## src/rtl/const_div_pkg.sv

```systemverilog
// Shared constants, helper functions and the FSM state type for the constant
// divider. The optional signed mode is selected with CONST_DIV_SIGNED_EN.
package const_div_pkg;

  // Ceiling log2; returns 0 for values <= 1.
  function automatic int clog2(input int value);
    int result;
    int v;
    result = 0;
    v = value - 1;
    while (v > 0) begin
      result = result + 1;
      v = v >> 1;
    end
    return result;
  endfunction

  // Bits needed to hold any remainder 0..divisor-1.
  function automatic int rem_width(input int divisor);
    return clog2(divisor);
  endfunction

  // Remainder width as presented on the output port (one extra sign bit in
  // signed mode).
  function automatic int out_rem_width(input int divisor);
`ifdef CONST_DIV_SIGNED_EN
    return clog2(divisor) + 1;
`else
    return clog2(divisor);
`endif
  endfunction

  // Number of chunk steps needed to consume the whole dividend.
  function automatic int num_steps(input int width, input int chunk);
    return (width + chunk - 1) / chunk;
  endfunction

  // Dividend width rounded up to a whole number of chunks.
  function automatic int pad_width(input int width, input int chunk);
    return num_steps(width, chunk) * chunk;
  endfunction

  // Step counter width; never narrower than one bit.
  function automatic int cnt_width(input int nsteps);
    return (nsteps > 1) ? clog2(nsteps) : 1;
  endfunction

  typedef enum logic [1:0] {
    IDLE = 2'd0,
    BUSY = 2'd1,
    DONE = 2'd2
  } state_t;

endpackage

```

## src/rtl/const_div_seq_if.sv

```systemverilog
// Handshake bundle for the constant divider: dividend in, quotient/remainder
// out. The out_rem width grows by one sign bit when CONST_DIV_SIGNED_EN is set.
interface const_div_seq_if #(
  parameter int WIDTH   = 32,
  parameter int DIVISOR = 11
);
  import const_div_pkg::*;

  localparam int ORW = out_rem_width(DIVISOR);

  logic             in_valid;
  logic             in_ready;
  logic [WIDTH-1:0] in_dividend;
  logic             out_valid;
  logic             out_ready;
  logic [WIDTH-1:0] out_quot;
  logic [ORW-1:0]   out_rem;
  logic             busy;

  // Producer/consumer side that drives dividends and accepts results.
  modport master (
    output in_valid,
    output in_dividend,
    output out_ready,
    input  in_ready,
    input  out_valid,
    input  out_quot,
    input  out_rem,
    input  busy
  );

  // Divider side.
  modport slave (
    input  in_valid,
    input  in_dividend,
    input  out_ready,
    output in_ready,
    output out_valid,
    output out_quot,
    output out_rem,
    output busy
  );

endinterface

```

## src/rtl/const_div_step.sv

```systemverilog
// One radix-2^CHUNK long-division step against a constant divisor. Because the
// divisor is fixed, the step is a lookup table indexed by {rem_in, bits_in};
// no division hardware is generated.
module const_div_step
  import const_div_pkg::*;
#(
  parameter int DIVISOR = 11,
  parameter int CHUNK   = 3,
  localparam int RW     = rem_width(DIVISOR)
) (
  input  logic [RW-1:0]    rem_in,
  input  logic [CHUNK-1:0] bits_in,
  output logic [CHUNK-1:0] digit,
  output logic [RW-1:0]    rem_out
);

  localparam int TW      = RW + CHUNK;
  localparam int ENTRIES = 1 << TW;

  logic [TW-1:0]    index;
  logic [CHUNK-1:0] rom_digit [ENTRIES];
  logic [RW-1:0]    rom_rem   [ENTRIES];

  assign index = {rem_in, bits_in};

  // Table contents are elaboration-time constants. Entries with
  // rem_in >= DIVISOR are unreachable, so their truncated digits never matter;
  // for reachable entries rem_in < DIVISOR keeps the quotient below 2^CHUNK.
  for (genvar gi = 0; gi < ENTRIES; gi++) begin : g_rom
    localparam int QV = gi / DIVISOR;
    localparam int RV = gi % DIVISOR;
    assign rom_digit[gi] = CHUNK'(QV);
    assign rom_rem[gi]   = RW'(RV);
  end

  // Table lookup for the current step.
  always_comb begin
    digit   = rom_digit[index];
    rem_out = rom_rem[index];
  end

endmodule

```

## src/rtl/const_div_seq.sv

```systemverilog
// Sequential divider by a compile-time constant. Retires CHUNK dividend bits
// per cycle, MSB first, using const_div_step. Define CONST_DIV_SIGNED_EN for
// two's-complement operands (truncating division, remainder takes the
// dividend's sign); otherwise operation is unsigned.
module const_div_seq
  import const_div_pkg::*;
#(
  parameter int WIDTH   = 32,
  parameter int DIVISOR = 11,
  parameter int CHUNK   = 3
) (
  input  logic           clk,
  input  logic           rst,
  const_div_seq_if.slave bus
);

  localparam int RW     = rem_width(DIVISOR);
  localparam int ORW    = out_rem_width(DIVISOR);
  localparam int NSTEPS = num_steps(WIDTH, CHUNK);
  localparam int PW     = pad_width(WIDTH, CHUNK);
  localparam int CW     = cnt_width(NSTEPS);

  state_t           state_reg;
  state_t           state_next;
  logic             accept;
  logic             step_en;
  logic             last_step;

  logic [PW-1:0]    shift_reg;
  logic [PW-1:0]    shift_next;
  logic [RW-1:0]    rem_reg;
  logic [RW-1:0]    rem_step;
  logic [WIDTH-1:0] quot_reg;
  logic [WIDTH-1:0] quot_next;
  logic [CW-1:0]    cnt_reg;
  logic [CHUNK-1:0] digit;
  logic [WIDTH-1:0] magnitude;

  assign last_step = (cnt_reg == CW'(NSTEPS - 1));

  // FSM state register.
  always_ff @(posedge clk or posedge rst) begin
    if (rst) begin
      state_reg <= IDLE;
    end else begin
      state_reg <= state_next;
    end
  end

  // Next-state logic and handshake outputs.
  always_comb begin
    state_next    = state_reg;
    accept        = 1'b0;
    step_en       = 1'b0;
    bus.in_ready  = 1'b0;
    bus.out_valid = 1'b0;
    bus.busy      = 1'b0;
    case (state_reg)
      IDLE: begin
        bus.in_ready = 1'b1;
        if (bus.in_valid) begin
          accept     = 1'b1;
          state_next = BUSY;
        end
      end
      BUSY: begin
        bus.busy = 1'b1;
        step_en  = 1'b1;
        if (last_step) begin
          state_next = DONE;
        end
      end
      DONE: begin
        // No overlap: a new dividend is only taken once back in IDLE.
        bus.out_valid = 1'b1;
        if (bus.out_ready) begin
          state_next = IDLE;
        end
      end
      default: begin
        state_next = IDLE;
      end
    endcase
  end

  const_div_step #(
    .DIVISOR (DIVISOR),
    .CHUNK   (CHUNK)
  ) u_step (
    .rem_in  (rem_reg),
    .bits_in (shift_reg[PW-1 -: CHUNK]),
    .digit   (digit),
    .rem_out (rem_step)
  );

  // Shift the consumed chunk out of the dividend register.
  if (NSTEPS > 1) begin : g_shift_multi
    assign shift_next = {shift_reg[PW-CHUNK-1:0], {CHUNK{1'b0}}};
  end else begin : g_shift_single
    assign shift_next = '0;
  end

  // Shift the new digit into the quotient LSBs. Quotient bits above WIDTH
  // would always be zero (the dividend is below 2^WIDTH), so they are not kept.
  if (WIDTH > CHUNK) begin : g_quot_wide
    assign quot_next = {quot_reg[WIDTH-CHUNK-1:0], digit};
  end else begin : g_quot_narrow
    assign quot_next = digit[WIDTH-1:0];
  end

`ifdef CONST_DIV_SIGNED_EN
  logic           dividend_sign;
  logic           sign_reg;
  logic [ORW-1:0] rem_out_reg;

  // The most negative input negates to itself, which read as unsigned is
  // exactly 2^(WIDTH-1), the correct magnitude.
  assign dividend_sign = bus.in_dividend[WIDTH-1];
  assign magnitude     = dividend_sign ? -bus.in_dividend : bus.in_dividend;

  // Sign capture and signed remainder; the sign fix-up happens on the last
  // step edge so latency matches the unsigned build.
  always_ff @(posedge clk or posedge rst) begin
    if (rst) begin
      sign_reg    <= 1'b0;
      rem_out_reg <= '0;
    end else if (accept) begin
      sign_reg    <= dividend_sign;
      rem_out_reg <= '0;
    end else if (step_en && last_step) begin
      rem_out_reg <= sign_reg ? -{1'b0, rem_step} : {1'b0, rem_step};
    end
  end

  assign bus.out_rem = rem_out_reg;
`else
  assign magnitude   = bus.in_dividend;
  assign bus.out_rem = rem_reg;
`endif

  assign bus.out_quot = quot_reg;

  // Datapath: load on accept, one chunk per BUSY cycle, hold otherwise.
  always_ff @(posedge clk or posedge rst) begin
    if (rst) begin
      shift_reg <= '0;
      rem_reg   <= '0;
      quot_reg  <= '0;
      cnt_reg   <= '0;
    end else if (accept) begin
      shift_reg <= PW'(magnitude);
      rem_reg   <= '0;
      quot_reg  <= '0;
      cnt_reg   <= '0;
    end else if (step_en) begin
      shift_reg <= shift_next;
      rem_reg   <= rem_step;
      cnt_reg   <= cnt_reg + CW'(1);
`ifdef CONST_DIV_SIGNED_EN
      quot_reg  <= (last_step && sign_reg) ? -quot_next : quot_next;
`else
      quot_reg  <= quot_next;
`endif
    end
  end

endmodule

```

## src/flat_wrapper.sv

```systemverilog
// flat-port wrapper written by rule: the top's interface ports become plain ports
module const_div_seq_flat import const_div_pkg::*;
#(
  parameter int WIDTH   = 32,
  parameter int DIVISOR = 11,
  parameter int CHUNK   = 3
)
  (clk, rst, bus_in_valid, bus_in_dividend, bus_out_ready, bus_in_ready, bus_out_valid, bus_out_quot, bus_out_rem, bus_busy);
  const_div_seq_if #(.WIDTH(WIDTH), .DIVISOR(DIVISOR)) bus_i ();
  input  logic clk;
  input  logic rst;
  input wire logic [$bits(bus_i.in_valid)-1:0] bus_in_valid;
  input wire logic [$bits(bus_i.in_dividend)-1:0] bus_in_dividend;
  input wire logic [$bits(bus_i.out_ready)-1:0] bus_out_ready;
  output wire logic [$bits(bus_i.in_ready)-1:0] bus_in_ready;
  output wire logic [$bits(bus_i.out_valid)-1:0] bus_out_valid;
  output wire logic [$bits(bus_i.out_quot)-1:0] bus_out_quot;
  output wire logic [$bits(bus_i.out_rem)-1:0] bus_out_rem;
  output wire logic [$bits(bus_i.busy)-1:0] bus_busy;
  assign bus_i.in_valid = bus_in_valid;
  assign bus_i.in_dividend = bus_in_dividend;
  assign bus_i.out_ready = bus_out_ready;
  assign bus_in_ready = bus_i.in_ready;
  assign bus_out_valid = bus_i.out_valid;
  assign bus_out_quot = bus_i.out_quot;
  assign bus_out_rem = bus_i.out_rem;
  assign bus_busy = bus_i.busy;
  const_div_seq #(.WIDTH(WIDTH), .DIVISOR(DIVISOR), .CHUNK(CHUNK)) u_core (.clk(clk), .rst(rst), .bus(bus_i));
endmodule
```

## config.mk

```make
export PLATFORM = sky130hd
export DESIGN_NAME = const_div_seq_flat
export DESIGN_NICKNAME = d
export VERILOG_FILES = /design/src/rtl/const_div_pkg.sv /design/src/rtl/const_div_seq_if.sv /design/src/rtl/const_div_step.sv /design/src/rtl/const_div_seq.sv /design/src/flat_wrapper.sv
export SDC_FILE = /design/constraint.sdc
export NUM_CORES = 1
export LEC_CHECK = 0
export BUFFER_PORTS_ARGS = -buffer_cell sky130_fd_sc_hd__buf_2
export CAP_MARGIN = 20
export CORE_ASPECT_RATIO = 1.4
export CORE_UTILIZATION = 56
export CTS_CLUSTER_SIZE = 25
export DETAILED_ROUTE_END_ITERATION = 12
export GPL_TIMING_DRIVEN = 0
export PLACE_DENSITY = 0.87
export RECOVER_POWER = 100
export SETUP_SLACK_MARGIN = 0.15
export SLEW_MARGIN = 20
export SYNTH_ARGS = -nofsm -noshare
export SYNTH_HDL_FRONTEND = slang
export SYNTH_SLANG_ARGS = --single-unit
```

## constraint.sdc

```tcl
create_clock -name clk -period 2.6 [get_ports clk]
set_input_delay 0.52 -clock clk [delete_from_list [all_inputs] [get_ports clk]]
set_output_delay 0.52 -clock clk [all_outputs]
set_load 0.01 [all_outputs]
```

======== Word-level counts from Yosys, hierarchy flattened ========
Memory sizes are Yosys's and may differ from the RTL's.
Index checks and enable logic that the tools add are counted.
word-level totals
  memories ................................ 2
  register bits after elaboration ......... 75
  ROM bits ................................ 896
  output and inout bits ................... 39
cells by class
  bitwise logic cells ..................... 1
  equal/unequal tests ..................... 6
  $lt $le $gt $ge ......................... 1
  multiplexer cells ....................... 21
  reduce and logical (&&, ||, !) cells .... 3
  add/sub/neg operators ................... 1
memory list
  memory           words  bits a word  read ports  clocked after memory_dff  wr ports  line                  RTL
  (no name shown)  128    4            1           0                         0         const_div_step.sv:39  rem_out = rom_rem[index];
  (no name shown)  128    3            1           0                         0         const_div_step.sv:38  digit = rom_digit[index];
operator list
  kind                                                      count
  two-way mux 33 bit                                        2
  two-way mux 32 bit                                        2
  two-way mux 4 bit                                         6
  greater-or-equal comparator 8 bit, second input constant  1
  NOT 7 -> 8 bit                                            1
  two-way mux 2 bit                                         3
  two-way mux 3 bit                                         2
  case mux 2 bit (3 select lines)                           1
  two-way mux 1 bit                                         5
  adder 4 x 1 -> 4 bit, second input constant               1
  == test 4 bit, second input constant                      1
  != test 2 bit, second input constant                      2
  AND reduction 3 bit                                       1
  == test 2 x 1 -> 1 bit, second input constant             1
  == test 2 bit, second input constant                      1
  zero test 2 bit                                           1
  != test 2 x 1 -> 1 bit, second input constant             1
  nonzero test 2 bit                                        1

======== Longest topological paths before layout ========
Gate-level depths: netlist of run 1.
  depth after elaboration ................. 6
  gate-level depth with buffers ........... 9

======== By module ========
A second synthesis of run 1 with hierarchy kept.
unflattened totals
  cells, all modules ...................... 437
  area total of the unflattened synthesis .. 4292.9 µm²
by module, submodules not included
  module          seq. area each (µm²)  instances  cells an instance  area each (µm²)
  const_div_seq   1876.8                1          274                3213.1
  const_div_step  0.0                   1          163                1079.8

======== Worst setup path after synthesis of run 1 ========
Ideal clock, no wire load.
  path type ............................... register to register
  start ................................... register u_core.shift_reg[30]
  end ..................................... register u_core.rem_reg[1], in the netlist u_core.bus.out_rem[1]
  required time ........................... 2.518 ns
  setup time .............................. 0.082 ns
  setup slack ............................. 0.478 ns
  arrival ................................. 2.040 ns
  cell stages (with the launch flop) ...... 10
  cell sequence ........................... dfrtp_1 > buf_2 > inv_1 > ha_1 > buf_2 > mux2i_1 > mux4_2 > a21oi_1 > o21ai_1 > a22oi_2
on the way
  longest elaborated chain between the ends .. 6
RTL lines
  what                                                  line                  RTL
  from (decl)                                           const_div_seq.sv:29   logic [PW-1:0] shift_reg;
  from (signal assigned)                                const_div_seq.sv:151  shift_reg <= PW'(magnitude);
  from (signal assigned)                                const_div_seq.sv:156  shift_reg <= shift_next;
  NOT 7 -> 8 bit (not written as such)                  const_div_step.sv:39
  memory read (128 x 4 bit)                             --
  two-way mux 4 bit (not written as such) (2 in a row)  const_div_step.sv:39
  two-way mux 4 bit                                     const_div_seq.sv:155  end else if (step_en) begin
  two-way mux 4 bit                                     const_div_seq.sv:150  end else if (accept) begin
  to (signal assigned)                                  const_div_seq.sv:157  rem_reg <= rem_step;
  to (decl)                                             const_div_seq.sv:31   logic [RW-1:0] rem_reg;
No other way between the ends. The select of a mux whose other input is x is not followed.
A chain may end at the register's enable or synchronous reset.

======== Final worst setup path of run 1 ========
Ends and elaborated chain as after synthesis.

==> impl_metrics.toml, run 1 <==
[floorplan]
die_h_um = 104
die_w_um = 74.9
initial_utilization_pct = 58.9
core_um2 = 7070
floorplan.io_pins = 75
placementRows = 36
die_area_um2 = 7790

[worst_setup_path]
slowest_stage = "dfrtp_1"
start_kind = "flip-flop"
cpPeakStageDelay_ns = 0.48
required_ns = 2.87
crit_fanout = 10
crit_path_start = "u_core.shift_reg[30]"
crit_path_end_kind = "flip-flop"
worst_path_dominant_cell_family = "multiplexers"
crit_type = "flip-flop to flip-flop"
path_cells = "buf_4 > inv_1 > ha_1 > clkbuf_4 > mux2i_1 > mux4_2 > a21oi_1 > o21ai_1 > a22oi_2"
critPathBufInv = 3
crit_arrival_ns = 2.71
r2r_start = "u_core.shift_reg[30]"

[timing]
min_period_ns = 2.44
worst_pin_slew_ns = 1.23
hold_violations = 0
maxSlewHeadroom_pct = 17.6
hold_ws_ns = 0.384
fmax_ghz = 0.409
rsz0062_at_grt = "yes"
slew_violations = 0
finalSetupViolations = 0
worst_slack_ns = 0.156
finalCritPeriodShare_pct = 94.0
worst_clock_skew_ns = 0.0161

[clock_tree]
clock_latency_ns = 0.35
clock_path_buffers = 2
cts_inserted_buffers = 9
cts_root_buffer = "clkbuf_8"
clk_pin_slew_ns = 0.08
cts_tree = "done"
htree_levels = 3
clock-sinks = 75

[synth]
yosysTopAreaCellShare_pct = 45.0
netlist_area_um2 = 4170
synth-warning-count = 0
synth_area_leaders = "dfrtp_1 (45%), nand2_1 (13%), o21ai_0 (6.1%)"
async_flop_share_pct = 100
synth_enable_flop_cells = 0
yosys_register_bits = 75
syn_inst = 485
syn_avg_cell_area_um2 = 8.59
seq_area_frac_synth_pct = 45.0
ys_types = 53
synth_nets = 532
synth-main-ff-cell = "dfrtp_1"
synth_largest_area_cell = "dfrtp_1"

[pwr]
peakVddDrop_v = 0.000652
p_per_area_nw_per_um2 = 1360
p_int_mw = 3.48
fin_total_pwr_mw = 6.57
p_leak_nw = 2.17
combPwrFrac_pct = 55.3
seqPwrFrac_pct = 31.5
power_switching_mw = 3.09
clockPowerShare_pct = 13.2
switching_share_pct = 47.0

[detailed_routing]
num_vias = 4055
drtPass1Iterations = 6
vias_per_cell = 6.03
wirelength_mm = 11.4
drcViolationCount = 0
drtAntennaViolNets = 0
wl_per_cell_um = 16.9
drt-initial-drc-count = 405

[place]
dpl.hpwl_mm = 8.20
place_ws_ns = 0.0983
place_congestion = 0.964
io_buffers = 74

[global_route]
overflow = 0
grt_pass1_vias = 3929
grt_pass1_wl_mm = 18.8
grt_antenna_before_repair = 0
grt_max_degree = 52
groute.usage.overall_pct = 31.5

[cells_and_area]
final_nets = 620
antenna_cells = 0
final_common_cell = "nand2_1"
area_delta_synth_final_pct = 16.2
layout-drive-gt1-share_pct = 14.0
final_util_pct = 68.4
largest_register_ffs = 33
final_cell_mix = "nand2_1 (139), dfrtp_1 (74), clkbuf_1 (63)"

[hold_path]
min_from = "bus_in_dividend[22]"
holdCritPathClass = "primary input to flip-flop"

[job]
drv_cap = 0

[run_status]
status = "complete, no violations"
-- power by group through the flow --
stage                     combinational, mW  sequential, mW  clock [mW]
final                                  3.63            2.07       0.869
after floorplan                        2.49            2.08           0
after global routing                   4.01            2.12       0.918
after global placement                 3.54            2.03           0
after CTS                              3.63            2.04       0.876
after detailed placement               3.60            2.05           0
-- path summary, 6_finish.rpt --
kind,slack [ns],endpoint,depth (start not counted)
worst min register to register,0.49,u_core.shift_reg[20],2
min in group asynchronous,0.41,u_core.bus.out_quot[8],2
worst max-delay path,0.16,u_core.bus.out_rem[1],9
worst max register to register,0.16,u_core.bus.out_rem[1],9
worst min-delay path,0.38,u_core.shift_reg[22],3
max in group asynchronous,1.42,u_core.shift_reg[31],3
-- what timing repair did --
item | CTS | global route
hold buffers | 0 | 0
buffers inserted | 0 | 2
resized for setup | 3 | 4
setup endpoints to repair | 2 | 3
-- kinds of logic (layout without fill, tap and decap cells) --
kind of cell             after synthesis  after routing  synth area share, %
AO/OA/AOI/OAI                        149            149                 23.7
flip-flops                            75             75                 45.0
adder cells (fa/ha/maj)               11             11                 3.30
multiplexers                           9              9                 2.49
buffers and inverters                 53            146                 6.31
XOR/XNOR                               2              2                0.420
AND/OR/NAND/NOR                      186            186                 18.7
-- layer usage --
layer / global-route usage [%] / vias to the layer above / part of all wire [%]
li1: - / 1872 / -
met2: 49.9 / 174 / 50
met4: 15.6 / 0 / 4.0
met3: 7.36 / 44 / 6.3
met5: 0 / - / 0
met1: 39.6 / 1965 / 40
-- cell type report --
| type | count | area [µm²] |
|---|---|---|
| timing repair buffer | 77 | 362 |
| tap | 95 | 119 |
| inverter | 11 | 46.3 |
| fill | 620 | 2230 |
| sequential | 75 | 1880 |
| buffer | 42 | 223 |
| multi-input combinational | 357 | 2030 |
| clock inverter | 5 | 53.8 |
| clock buffer | 11 | 131 |
-- worst register-to-register path: stages, from the launching register on --
cell,delay (ns)
dfrtp_1,0.48
buf_4,0.22
inv_1,0.17
ha_1,0.34
clkbuf_4,0.20
mux2i_1,0.12
mux4_2,0.48
a21oi_1,0.16
o21ai_1,0.09
a22oi_2,0.12
-- synthesized netlist by cell type (all sizes together), types with 2 or more instances --
cell type / instances
a211oi: 7
dfrtp: 75
nand2: 139
a22oi: 29
o221ai: 2
o22ai: 2
o211ai: 10
a221oi: 2
nor3: 3
nand2b: 7
a31oi: 2
o31ai: 7
inv: 11
nand4: 2
nor2: 13
a221o: 4
clkbuf: 17
buf: 25
nor3b: 3
o21ai: 52
a21oi: 15
nand3: 6
mux2i: 7
o311ai: 4
nor2b: 9
ha: 11
-- metrics by stage --
stage	area, µm²	setup TNS, ns	cells
floorplan	4170	0	485
global route	4840	0	673
finish	4840	0	673
detailed placement	4690	0	655
CTS	4880	0	671
global placement	4660	-46.26	654
Note: power is estimated with default switching activity, not from simulation.
==> run 2: changes to the inputs <==
--- a/config.mk
+++ b/config.mk
@@ -18,4 +18,5 @@
 export SLEW_MARGIN = 20
 export SYNTH_ARGS = -nofsm -noshare
 export SYNTH_HDL_FRONTEND = slang
+export SYNTH_HIERARCHICAL = 1
 export SYNTH_SLANG_ARGS = --single-unit
==> run 2 against run 1 <==
  * Die area grew 3.0%
  * Via count shrank 2.3%
  * Routed wire length grew 2.7%
  * Power is essentially flat
  * Worst hold slack lost 0.0067 ns
  * Area after synthesis grew 3.0%
  * Sequential power grew 3%
  * Clock skew shrank 0.0060 ns
  * Design area grew 2.0%
  * Register-to-register slack gained 0.02 ns
  * Largest cell class unchanged
  * Largest power group unchanged
==> impl_metrics.toml, run 2 <==
[worst_setup_path]
crit_fanout = 9
crit_path_end_kind = "flip-flop"
crit_type = "flip-flop to flip-flop"
critPathBufInv = 3
start_kind = "flip-flop"
cpPeakStageDelay_ns = 0.54
slowest_stage = "dfrtp_1"
crit_arrival_ns = 2.68
worst_path_dominant_cell_family = "compound AO/OA/AOI/OAI gates"
required_ns = 2.85
path_cells = "clkinvlp_4 > buf_4 > ha_1 > buf_2 > o21ai_0 > o311a_1 > a211oi_1 > o21ai_0 > o41ai_1 > a22o_1"
worst_path_most_repeated_cell = "o21ai_0"

[synth]
yosysTopAreaCellShare_pct = 43.7
seq_area_frac_synth_pct = 43.7
synth.cells.most_frequent = "dfrtp_1 (75), a22o_1 (42), a21oi_1 (35)"
synth_largest_area_cell = "dfrtp_1"
synth-main-ff-cell = "dfrtp_1"
ys_types = 56
synth_nets = 485
synth_area_leaders = "dfrtp_1 (44%), a22o_1 (8.6%), a22oi_1 (5.1%)"
synth-warning-count = 6
yosysMostFrequentCell = "dfrtp_1"
synth_enable_flop_cells = 0
netlist_area_um2 = 4290
async_flop_share_pct = 100
yosys_register_bits = 75
syn_inst = 437
syn_avg_cell_area_um2 = 9.82

[global_route]
grt_pass1_vias = 3786
overflow = 0
grt_pass1_wl_mm = 18.7
grt_max_degree = 51
groute.usage.overall_pct = 29.8
grt_antenna_before_repair = 0

[cells_and_area]
multiInputGateArea_um2 = 2080
final_util_pct = 66.7
final_nets = 577
largest_register_ffs = 33
layout-drive-gt1-share_pct = 17.4
final_cell_area_um2 = 4940
antenna_cells = 0
final_cell_mix = "dfrtp_1 (74), clkbuf_1 (57), buf_2 (49)"
area_delta_synth_final_pct = 15.0
final_common_cell = "dfrtp_1"
seq_area_um2 = 1880
fill_cells = 647

[timing]
fin_tns_setup_ns = 0
hold_violations = 0
finalSetupViolations = 0
maxSlewHeadroom_pct = 16.8
slew_violations = 0
fmax_ghz = 0.412
min_period_ns = 2.43
rsz0062_at_grt = "no"
finalCritPeriodShare_pct = 93.4
worst_pin_slew_ns = 1.24
worst_clock_skew_ns = 0.0101

[pwr]
seqPwrFrac_pct = 32.6
power_switching_mw = 3.05
switching_share_pct = 46.4
fin_total_pwr_mw = 6.57
combPwrFrac_pct = 54.4
p_int_mw = 3.52
p_per_area_nw_per_um2 = 1330
peakVddDrop_v = 0.000861
p_leak_nw = 2.18
clockPowerShare_pct = 13.0

[hold_path]
holdCritPathClass = "primary input to flip-flop"

[detailed_routing]
drtPass1Iterations = 5
wl_per_cell_um = 18.5
drcViolationCount = 0
wirelength_mm = 11.7
num_vias = 3961
drtAntennaViolNets = 0
vias_per_cell = 6.28
drt-initial-drc-count = 349

[clock_tree]
clk_pin_slew_ns = 0.09
clock_latency_ns = 0.36
clock-sinks = 75
clock_path_buffers = 2
cts_tree = "done"
cts_root_buffer = "clkbuf_8"
cts_inserted_buffers = 9
holdBufCountCts = 0
htree_levels = 3

[place]
place_area_um2 = 4810
dpl.hpwl_mm = 8.17
place_congestion = 0.919
io_buffers = 74

[run_status]
status = "complete, no violations"

[floorplan]
floorplan.io_pins = 75
die_h_um = 106
core_um2 = 7410
die_w_um = 76.0
die_area_um2 = 8020
placementRows = 37
initial_utilization_pct = 58.0

[job]
drv_cap = 0
[run 2: final cells by class]
class,count,share of cell area [%]
Buffer,42,4.51
Clock buffer,9,2.51
Clock inverter,7,1.19
Inverter,14,1.19
Multi-Input combinational cell,306,42.1
Sequential cell,75,38.0
Tap cell,97,2.46
Timing Repair Buffer,81,7.98
[run 2: path summary, 6_finish.rpt]
| kind | start | end | slack [ns] | cells past startpoint |
|---|---|---|---|---|
| worst min register to register | u_core/shift_reg[4] | u_core/shift_reg[4] | 0.49 | 2 |
| worst min-delay path | bus_in_dividend[0] | u_core/shift_reg[0] | 0.38 | 2 |
| worst max-delay path | u_core/shift_reg[31] | u_core/bus.out_rem[2] | 0.17 | 10 |
| worst max register to register | u_core/shift_reg[31] | u_core/bus.out_rem[2] | 0.17 | 10 |
| min in group asynchronous | rst | u_core/bus.out_quot[6] | 0.41 | 2 |
| max in group asynchronous | rst | u_core/shift_reg[21] | 1.43 | 3 |
[run 2: metrics by stage]
stage / cells / hold slack [ns] / setup slack (ns)
final: 631 / 0.377 / 0.173
after global routing: 631 / 0.378 / 0.0972
after CTS: 625 / 0.134 / 0.169
after detailed placement: 609 / 0.483 / -0.0139
after global placement: 608 / 0.473 / -0.640
after floorplan: 437 / 0.456 / 0.170
[run 2: power by group through the flow]
| stage | logic, mW | registers (mW) | clock network (mW) |
|---|---|---|---|
| final | 3.58 | 2.14 | 0.855 |
| after detailed placement | 3.63 | 2.15 | 0 |
| after global placement | 3.56 | 2.12 | 0 |
| after floorplan | 2.58 | 2.11 | 0 |
| after global routing | 3.91 | 2.18 | 0.914 |
| after CTS | 3.65 | 2.13 | 0.859 |
[run 2: timing repair]
item,4_1_cts,5_1_grt
setup buffers,0,6
endpoints found under the hold margin,0,0
setup endpoints to repair,3,2
resized for setup,1,2
[run 2: per-layer routing]
metal,wire length [µm],global-route usage [%]
met5,0,0
met4,461,16.1
met3,702,4.68
met2,5810,50.4
met1,4710,36.4
[run 2: cell families after synthesis]
group	after synthesis	share of synthesized area, %
AO/OA/AOI/OAI	198	31.7
buffers and inverters	56	7.58
AND/OR/NAND/NOR	87	10.8
adder cells (fa/ha/maj)	12	3.50
flip-flops	75	43.7
multiplexers	9	2.74
[run 2: worst register-to-register path, stage by stage, from the launching register on]
cell and delay, ns:
dfrtp_1 0.54, clkinvlp_4 0.23, buf_4 0.19, ha_1 0.16, buf_2 0.18, o21ai_0 0.18, o311a_1 0.18, a211oi_1 0.05
o21ai_0 0.24, o41ai_1 0.15, a22o_1 0.24
==> run 3: changes to the inputs <==
--- a/config.mk
+++ b/config.mk
@@ -6,13 +6,13 @@
 export NUM_CORES = 1
 export LEC_CHECK = 0
 export BUFFER_PORTS_ARGS = -buffer_cell sky130_fd_sc_hd__buf_2
-export CAP_MARGIN = 20
 export CORE_ASPECT_RATIO = 1.4
-export CORE_UTILIZATION = 56
+export CORE_UTILIZATION = 58
+export CTS_BUF_LIST = sky130_fd_sc_hd__clkbuf_2
 export CTS_CLUSTER_SIZE = 25
 export DETAILED_ROUTE_END_ITERATION = 12
 export GPL_TIMING_DRIVEN = 0
-export PLACE_DENSITY = 0.87
+export PLACE_DENSITY = 0.89
 export RECOVER_POWER = 100
 export SETUP_SLACK_MARGIN = 0.15
 export SLEW_MARGIN = 20
==> constraint.sdc (replaced) <==
create_clock -name clk -period 2.6 [get_ports clk]
set_input_delay 0.26 -clock clk [delete_from_list [all_inputs] [get_ports clk]]
set_output_delay 0.26 -clock clk [all_outputs]
set_load 0.01 [all_outputs]
==> run 3 against run 2 <==
  * Power down 0.27%
  * Core utilization up 6.9 points
  * Sequential cell count unchanged
  * Critical path type unchanged
==> impl_metrics.toml, run 3 (synthesized netlist as in run 2, its figures left out) <==
[timing]
maxSlewHeadroom_pct = 26.3
min_period_ns = 2.38
fmax_ghz = 0.419
worst_pin_slew_ns = 1.10
hold_ws_ns = 0.0487
worst_clock_skew_ns = 0.0197
finalSetupViolations = 0
finalCritPeriodShare_pct = 91.7
rsz0062_at_grt = "no"
fin_tns_setup_ns = 0
hold_violations = 0
worst_slack_ns = 0.216
slew_violations = 0

[detailed_routing]
drt-initial-drc-count = 719
wl_per_cell_um = 19.6
drcViolationCount = 0
vias_per_cell = 6.51
drtPass1Iterations = 8
wirelength_mm = 12.9
num_vias = 4304
drtAntennaViolNets = 0

[worst_setup_path]
required_ns = 3.08
crit_path_end_kind = "flip-flop"
crit_fanout = 10
start_kind = "flip-flop"
crit_arrival_ns = 2.86
crit_type = "flip-flop to flip-flop"

[global_route]
grt_max_degree = 55
groute.usage.overall_pct = 34.3
overflow = 0
grt_pass1_vias = 4089
grt_antenna_before_repair = 0
grt_pass1_wl_mm = 20.4

[cells_and_area]
seq_area_um2 = 1880
layout-drive-gt1-share_pct = 17.0
antenna_cells = 0
largest_register_ffs = 33
final_util_pct = 73.5
area_delta_synth_final_pct = 21.2
final_cell_mix = "dfrtp_1 (74), clkbuf_1 (55), buf_2 (48)"
final_nets = 609
final_common_cell = "dfrtp_1"
multiInputGateArea_um2 = 2070
fill_cells = 531

[floorplan]
die_h_um = 104
placementRows = 36
die_area_um2 = 7750
die_w_um = 74.7
initial_utilization_pct = 60.7
floorplan.io_pins = 75
core_um2 = 7070

[clock_tree]
cts_tree = "done"
cts_root_buffer = "clkbuf_2"
clock_path_buffers = 2
clock-sinks = 75
clock_latency_ns = 0.51
clk_pin_slew_ns = 0.24
cts_inserted_buffers = 9
htree_levels = 3

[pwr]
p_per_area_nw_per_um2 = 1260
p_leak_nw = 2.30
peakVddDrop_v = 0.000699
fin_total_pwr_mw = 6.55

[job]
drv_cap = 0

[run_status]
status = "complete, no violations"

[place]
dpl.hpwl_mm = 8.07
io_buffers = 74
place_ws_ns = -0.0373
place_congestion = 0.953

[hold_path]
holdCritPathClass = "primary input to flip-flop"
run 3: cell types whose count changed in the layout (fill, tap and decap cells not counted), sizes merged:
cell and change:
buf +4, clkbuf -2, bufinv +1, inv +1
clkinv -2, dlygate4sd3 +30
run 3: through the flow:
stage / std cells / cell area (µm²)
2_1_floorplan: 437 / 4290
3_3_place_gp: 606 / 4780
3_5_place_dp: 607 / 4810
4_1_cts: 652 / 5230
5_1_grt: 661 / 5200
6_report: 661 / 5200
run 3: cell type report:
class / count / area share [%]
inverter: 14 / 1.08
sequential: 75 / 36.1
tap: 95 / 2.29
buffer: 42 / 4.69
clock buffer: 9 / 0.866
multi-input combinational: 306 / 39.9
timing repair buffer: 113 / 13.6
clock inverter: 7 / 1.44
run 3: final timing paths:
path,endpoint,slack [ns],depth (start not counted),start
min in group asynchronous,u_core/shift_reg[5],0.47,3,rst
worst max-delay path,u_core/bus.out_rem[1],0.22,9,u_core/shift_reg[31]
worst max register to register,u_core/bus.out_rem[1],0.22,9,u_core/shift_reg[31]
max in group asynchronous,u_core/bus.out_rem[0],1.38,4,rst
worst min-delay path,u_core/state_reg[1],0.05,3,bus_out_ready
worst min register to register,u_core/shift_reg[8],0.54,2,u_core/shift_reg[8]
run 3: where the power goes:
part	switching [mW]	internal, mW
logic	2.17	1.59
clock network	0.449	0.226
registers	0.474	1.65
run 3: worst max-delay path: stages (launching register included):
cell and delay (ns):
dfrtp_1 0.51, inv_1 0.21, ha_1 0.32, buf_2 0.20
mux2_2 0.21, inv_1 0.04, mux4_2 0.48, o22ai_1 0.14
a21o_1 0.13, a22o_1 0.13
run 3: what timing repair did:
item | 4_1_cts | 5_1_grt
setup buffers | 0 | 8
endpoints found under the hold margin | 97 | 1
hold buffers | 29 | 1
setup endpoints to repair | 2 | 2
resized for setup | 2 | 0
run 3: per-layer routing:
metal,part of all wire (%),global-route usage (%),vias up
li1,-,-,1875
met5,0,0,-
met3,7.5,6.71,65
met4,3.7,15.6,0
met2,51,57.9,309
met1,37,40.9,2055
